===== src/rtl/pin_entry.sv =====
// pin_entry: four-digit BCD PIN entry front end driven by four raw buttons.
// Each button is debounced with a 4-sample shift register and converted to
// a single-cycle press pulse. A three-state machine (ENTRY, DONE, LOCKED)
// builds the PIN, hands it to a downstream verifier with a validPin pulse,
// and reacts to the verifier's success/fail answer.
//
// Build option: define PIN_LOCKOUT_EN to compile in the consecutive-failure
// counter and the timed LOCKED state. Without it, fail_event simply returns
// the block to ENTRY and locked is tied low.
module pin_entry #(
  parameter int LOCKOUT_CYCLES = 5000,
  parameter int MAX_FAILS      = 3
) (
  input  logic        clk_500Hz,
  input  logic        rst_n,
  input  logic        btnU,
  input  logic        btnD,
  input  logic        btnC,
  input  logic        btnL,
  input  logic        success_event,
  input  logic        fail_event,
  output logic [15:0] userPin,
  output logic        validPin,
  output logic [3:0]  cur_digit,
  output logic [1:0]  digit_idx,
  output logic        locked
);

  // Reject configurations that make the lockout arithmetic meaningless.
  generate
    if (LOCKOUT_CYCLES < 1 || MAX_FAILS < 1) begin : g_cfg_check
      $error("pin_entry: LOCKOUT_CYCLES and MAX_FAILS must both be >= 1");
    end
  endgenerate

  // Button bit positions inside the packed raw/press vectors.
  localparam int B_D = 0;
  localparam int B_U = 1;
  localparam int B_C = 2;
  localparam int B_L = 3;

  typedef enum logic [1:0] {
    ENTRY  = 2'd0,
    DONE   = 2'd1
`ifdef PIN_LOCKOUT_EN
    ,
    LOCKED = 2'd2
`endif
  } state_t;

  logic [3:0] btn_raw;
  logic [3:0] press;

  assign btn_raw = {btnL, btnC, btnU, btnD};

  // --------------------------------------------------------------------------
  // Debounce and edge detection, one identical slice per button.
  // --------------------------------------------------------------------------
  genvar gi;
  generate
    for (gi = 0; gi < 4; gi++) begin : g_debounce
      logic [3:0] shift_reg;
      logic       clean_reg;
      logic       clean_d_reg;

      // Shift in raw samples; the clean level only moves on 4 agreeing samples.
      always_ff @(posedge clk_500Hz or negedge rst_n) begin
        if (!rst_n) begin
          shift_reg   <= 4'b0000;
          clean_reg   <= 1'b0;
          clean_d_reg <= 1'b0;
        end else begin
          shift_reg <= {shift_reg[2:0], btn_raw[gi]};
          if (shift_reg == 4'b1111) begin
            clean_reg <= 1'b1;
          end else if (shift_reg == 4'b0000) begin
            clean_reg <= 1'b0;
          end
          clean_d_reg <= clean_reg;
        end
      end

      // Rising edge of the clean level gives one press pulse per push.
      assign press[gi] = clean_reg & ~clean_d_reg;
    end
  endgenerate

  // --------------------------------------------------------------------------
  // State and datapath registers.
  // --------------------------------------------------------------------------
  state_t      state_reg,     state_next;
  logic [15:0] slots_reg,     slots_next;
  logic [15:0] user_pin_reg,  user_pin_next;
  logic        valid_reg,     valid_next;
  logic [3:0]  cur_digit_reg, cur_digit_next;
  logic [1:0]  digit_idx_reg, digit_idx_next;

`ifdef PIN_LOCKOUT_EN
  localparam int FAIL_W = (MAX_FAILS > 1) ? $clog2(MAX_FAILS + 1) : 1;
  localparam int LOCK_W = (LOCKOUT_CYCLES > 1) ? $clog2(LOCKOUT_CYCLES) : 1;
  localparam logic [FAIL_W-1:0] MAX_F     = FAIL_W'(MAX_FAILS);
  localparam logic [LOCK_W-1:0] LOCK_LOAD = LOCK_W'(LOCKOUT_CYCLES - 1);

  logic [FAIL_W-1:0] fail_cnt_reg, fail_cnt_next;
  logic [LOCK_W-1:0] lock_cnt_reg, lock_cnt_next;
  logic [FAIL_W-1:0] fail_cnt_inc;

  assign fail_cnt_inc = fail_cnt_reg + FAIL_W'(1);
`endif

  // Register every piece of state; reset abandons any partial entry.
  always_ff @(posedge clk_500Hz or negedge rst_n) begin
    if (!rst_n) begin
      state_reg     <= ENTRY;
      slots_reg     <= 16'h0000;
      user_pin_reg  <= 16'h0000;
      valid_reg     <= 1'b0;
      cur_digit_reg <= 4'd0;
      digit_idx_reg <= 2'd0;
`ifdef PIN_LOCKOUT_EN
      fail_cnt_reg  <= '0;
      lock_cnt_reg  <= '0;
`endif
    end else begin
      state_reg     <= state_next;
      slots_reg     <= slots_next;
      user_pin_reg  <= user_pin_next;
      valid_reg     <= valid_next;
      cur_digit_reg <= cur_digit_next;
      digit_idx_reg <= digit_idx_next;
`ifdef PIN_LOCKOUT_EN
      fail_cnt_reg  <= fail_cnt_next;
      lock_cnt_reg  <= lock_cnt_next;
`endif
    end
  end

  // Next-state and datapath: at most one button action is taken per cycle.
  always_comb begin
    state_next     = state_reg;
    slots_next     = slots_reg;
    user_pin_next  = user_pin_reg;
    valid_next     = 1'b0;
    cur_digit_next = cur_digit_reg;
    digit_idx_next = digit_idx_reg;
`ifdef PIN_LOCKOUT_EN
    fail_cnt_next  = fail_cnt_reg;
    lock_cnt_next  = lock_cnt_reg;
`endif

    case (state_reg)
      ENTRY: begin
        if (press[B_L]) begin
          slots_next     = 16'h0000;
          cur_digit_next = 4'd0;
          digit_idx_next = 2'd0;
        end else if (press[B_C]) begin
          // Slot 0 (first digit) lives in the top nibble, so index with 3-idx.
          slots_next[{~digit_idx_reg, 2'b00} +: 4] = cur_digit_reg;
          cur_digit_next = 4'd0;
          digit_idx_next = digit_idx_reg + 2'd1;
          if (digit_idx_reg == 2'd3) begin
            user_pin_next = {slots_reg[15:4], cur_digit_reg};
            valid_next    = 1'b1;
            state_next    = DONE;
          end
        end else if (press[B_U]) begin
          cur_digit_next = (cur_digit_reg >= 4'd9) ? 4'd0 : cur_digit_reg + 4'd1;
        end else if (press[B_D]) begin
          cur_digit_next = (cur_digit_reg == 4'd0) ? 4'd9 : cur_digit_reg - 4'd1;
        end
      end

      DONE: begin
        // Every exit from DONE starts the next entry from a clean slate;
        // userPin keeps the last submitted value.
        if (success_event) begin
          slots_next     = 16'h0000;
          cur_digit_next = 4'd0;
          digit_idx_next = 2'd0;
          state_next     = ENTRY;
`ifdef PIN_LOCKOUT_EN
          fail_cnt_next  = '0;
`endif
        end else if (fail_event) begin
          slots_next     = 16'h0000;
          cur_digit_next = 4'd0;
          digit_idx_next = 2'd0;
          state_next     = ENTRY;
`ifdef PIN_LOCKOUT_EN
          fail_cnt_next  = fail_cnt_inc;
          if (fail_cnt_inc >= MAX_F) begin
            state_next    = LOCKED;
            lock_cnt_next = LOCK_LOAD;
          end
`endif
        end else if (press[B_L]) begin
          slots_next     = 16'h0000;
          cur_digit_next = 4'd0;
          digit_idx_next = 2'd0;
          state_next     = ENTRY;
        end
      end

`ifdef PIN_LOCKOUT_EN
      LOCKED: begin
        // Inputs are deaf here; only the countdown can release the block.
        if (lock_cnt_reg == '0) begin
          fail_cnt_next = '0;
          state_next    = ENTRY;
        end else begin
          lock_cnt_next = lock_cnt_reg - LOCK_W'(1);
        end
      end
`endif

      default: begin
        state_next = ENTRY;
      end
    endcase
  end

  assign userPin   = user_pin_reg;
  assign validPin  = valid_reg;
  assign cur_digit = cur_digit_reg;
  assign digit_idx = digit_idx_reg;

`ifdef PIN_LOCKOUT_EN
  assign locked = (state_reg == LOCKED);
`else
  assign locked = 1'b0;
`endif

endmodule


===== config.mk =====
export PLATFORM = sky130hd
export DESIGN_NAME = pin_entry
export DESIGN_NICKNAME = d
export VERILOG_FILES = /design/src/rtl/pin_entry.sv
export SDC_FILE = /design/constraint.sdc
export NUM_CORES = 1
export LEC_CHECK = 0
export ABC_CLOCK_PERIOD_IN_PS = 1900
export CAP_MARGIN = 40
export CORE_MARGIN = 4
export CORE_UTILIZATION = 49
export CTS_CLUSTER_SIZE = 40
export DETAILED_ROUTE_END_ITERATION = 16
export GPL_TIMING_DRIVEN = 0
export HOLD_SLACK_MARGIN = 0.02
export PLACE_DENSITY = 0.75
export SYNTH_ARGS = -nofsm -noshare
export SYNTH_HDL_FRONTEND = slang
export SYNTH_SLANG_ARGS = --single-unit

===== constraint.sdc =====
create_clock -name clk_500Hz -period 1.9 [get_ports clk_500Hz]
set_clock_uncertainty 0.15 [all_clocks]
set_input_delay 0.57 -clock clk_500Hz [delete_from_list [all_inputs] [get_ports clk_500Hz]]
set_output_delay 0.57 -clock clk_500Hz [all_outputs]
set_load 0.1 [all_outputs]

==> metrics <==
run status=complete, but fails checks; failing checks=setup timing; RR Endpoint=slots_reg[13]$_DFFE_PN0P_; Port Buf Inserts=30; hold_ws=0.04400 ns; Rows=25; Worst VDD drop=1.056 mV; startpoint types=flip-flop; Final min period=2.020 ns; Top Ports=32; Max stage delay on crit path=around 0.51 ns; H-tree levels=3; ANT cells=0; Tot Pwr=7.480 mW; GPL Wtd Cong=0.8449; CTS tree=built; CTS Root Cell=clkbuf_8; vias=1,836; Clock Latency Late Sink=0.35 ns; combinational power share=a little over half; Slew Limit Fails=0; register area=around 1500 um2; PwrDens=1995 nW/um2; Setup WS post-layout=-0.1202 ns; Post-Layout Cell Count=345; Tcrit/Tclk final=106.3%; Routed Antenna Nets=0; average size of a mapped cell=~13 um2; FF-to-FF path depth=6; Netlist Area Pre-Place=2545 um2; Clock power frac=20.5%; CP cell instances=inv_4 -> ha_4 -> or4b_4 -> nor3_4 -> nand2_1 -> mux2i_1; DR DRC count=0; Crit Path Max Fanout=5; Slew HR=between 60% and 70%; critical path type=reg -> reg; Slew @ Worst Pin=0.5185 ns; layout cells sized above 1=41.37%; first-pass GRT wire length=9701 um; Core ar.=4880 um2; max cap viols=0; internal power=4.275 mW; Die W=between 80 and 90 um; Area contributors post-synth=dfrtp_1, mux2_2, mux2i_1; CTS Buffer Depth=2; largest net degree at the start of global routing=40; R2R setup slack=-0.12 ns; DP Cell Count=323; fin area=3749 um2; Yosys warning count=0; Yosys reg bits=60; nets@finish=289; Vias/cell=5.322; post-synthesis sequential area ratio=59.00%; total routed wirelength=5687 um; initial core utilization=about 52%; CP Data Arrival Time=2.12 ns; Reg clk slew, reported paths=about 0.070 ns; CTS Buf Count=9; final hold vios=0; crit end category=flip-flop; vias in the first global route=1,957; Sw Share=42.84%; Multi-input gate area=982.2 um2; # clock sinks=60; initial antenna violation count=0; full die area=6410 um2; Setup Viol. Count Final=8; routed len/inst=16.48 um; sequential power share=about a quarter; share of the synthesized area in the top cell type=59.00%; hold crit path type=in -> async; Die Y-Extent=80.07 um; DRT iter0 DRCs=142; Post-CTS Hold Fix Bufs=0; RSZ-0062 raised after global routing=yes; post-synth top area cell=dfrtp_1; Gate Count Post-Synth=202; First-pass DRT Iterations=4; total track usage=20.42%; post-DP HPWL=3219 um; leakage power=1.674 nW; dpl cell area=~3400 um2; Synth Net Count=approximately 220; grt ovf=0; Req. time, crit path=~2.0 ns; Slowest-stage cell, CP=dfrtp_4; Unique masters post-synth=39; P&R area growth vs syn=47.30%; fillers=302; Max Clk Rate=0.4950 GHz; reg2reg start=digit_idx[1]$_DFFE_PN0P_; switching power=3.205 mW; Setup WS pre-CTS=-0.3084 ns
-- cell usage in the layout, fill, tap and decap left out, types with 4 or more instances in the layout --
cell	count
dfrtp_1	54
buf_12	24
nand2_1	18
mux2_2	17
inv_1	14
mux2i_1	12
buf_4	12
clkbuf_8	10
clkbuf_2	9
buf_2	6
nor2_1	6
nor3_1	6
dfrtp_4	6
clkdlybuf4s50_1	6
buf_6	5
a21oi_1	5
a31oi_1	5
ha_1	5
inv_4	4
or3_1	4
bufinv_16	4
-- power by group through the flow --
| stage | clock network [mW] | logic, mW | registers, mW |
|---|---|---|---|
| after CTS | 1.56 | 3.92 | 1.87 |
| after floorplan | 0 | 0.860 | 3.33 |
| after global routing | 1.63 | 4.25 | 1.92 |
| final | 1.54 | 4.06 | 1.88 |
| after detailed placement | 0 | 3.68 | 1.90 |
| after global placement | 0 | 2.97 | 1.88 |
-- critical path, delay by kind of cell (launching register included) --
family | cells | cell delay (ns)
muxes | 1 | 0.20
DFF | 1 | 0.51
adders and majority gates | 1 | 0.20
and+or+nand+nor | 3 | 0.78
buffers and inverters | 1 | 0.08
-- cell type report --
| type | instances | area share, % |
|---|---|---|
| Inverter | 18 | 2.069 |
| Tap cell | 67 | 2.236 |
| Sequential cell | 60 | 40.65 |
| Clock inverter | 4 | 3.204 |
| Clock buffer | 12 | 3.872 |
| Timing Repair Buffer | 60 | 20.16 |
| Buffer | 7 | 1.602 |
| Multi-Input combinational cell | 117 | 26.20 |
-- how the worst max path moves through the flow --
stage	from	end	cells after the start	slack (ns)
final	digit_idx[1]$_DFFE_PN0P_	slots_reg[13]$_DFFE_PN0P_	6	-0.12
after global routing	digit_idx[0]$_DFFE_PN0P_	slots_reg[12]$_DFFE_PN0P_	6	-0.18
after CTS	digit_idx[1]$_DFFE_PN0P_	slots_reg[13]$_DFFE_PN0P_	6	-0.06
after detailed placement	fail_event	slots_reg[4]$_DFFE_PN0P_	4	-0.31
after global placement	rst_n	cur_digit[2]$_DFFE_PN0P_	1	-2.09
after floorplan	digit_idx[0]$_DFFE_PN0P_	slots_reg[13]$_DFFE_PN0P_	6	-0.16
-- through the flow --
stage | utilization, % | TNS, ns
after detailed placement | 68.77 | -5.949
after CTS | 76.31 | -0.2145
final | 76.82 | -0.5864
after global placement | 61.38 | -116.69
after floorplan | - | -1.905
after global routing | 76.82 | -1.477
-- synthesized netlist by cell type --
library cell  count
clkbuf_1          2
or2_2             1
o2bb2ai_1         1
mux2_2           17
nor3b_1           1
nand2b_1          3
o41ai_1           2
nor3_4            2
nor2b_1           1
o31ai_1           2
nor4b_4           1
nand2_1          18
nor4b_1           1
nor3_2            3
or4b_2            1
a21oi_1           5
inv_1            18
o21ai_0           3
nor2b_2           1
buf_6             2
and2b_1           1
nor2_1            6
ha_1              8
nand4b_1          1
a32o_1            1
buf_2             2
buf_4             1
a31o_2            1
a31oi_1           5
o311ai_0          2
conb_1            1
or4b_1            1
nand4bb_1         1
and3_1            1
nor3_1            7
or3_1             4
mux2i_1          12
a22o_1            2
dfrtp_1          60
-- cells by family after synthesis --
| kind of cell | Yosys count | synth area share (%) |
|---|---|---|
| other | 1 | 0.1474 |
| AOI/OAI and AO/OA | 24 | 6.539 |
| adders and majority gates | 8 | 3.933 |
| muxes | 29 | 12.24 |
| and+or+nand+nor | 55 | 13.62 |
| buffers and inverters | 25 | 4.523 |
| DFF | 60 | 59.00 |
-- routing by layer --
layer / global-route usage, % / routed length, um / vias up / share of wire, %
met3: 6.166 / 282 / 14 / 5.0
met1: 25.58 / 2468 / 928 / 43
met5: 0 / 0 / - / 0
met2: 32.37 / 2780 / 50 / 49
met4: 9.628 / 157 / 0 / 2.8
li1: - / - / 844 / -
-- timing repair --
action | 4_1_cts | 5_1_grt
gates resized for setup | 61 | 20
setup buffers | 8 | 5
pin swaps | 3 | 5
setup endpoints to repair | 35 | 32
hold endpoints to repair | 0 | 0
(Power assumes the default switching activity.)
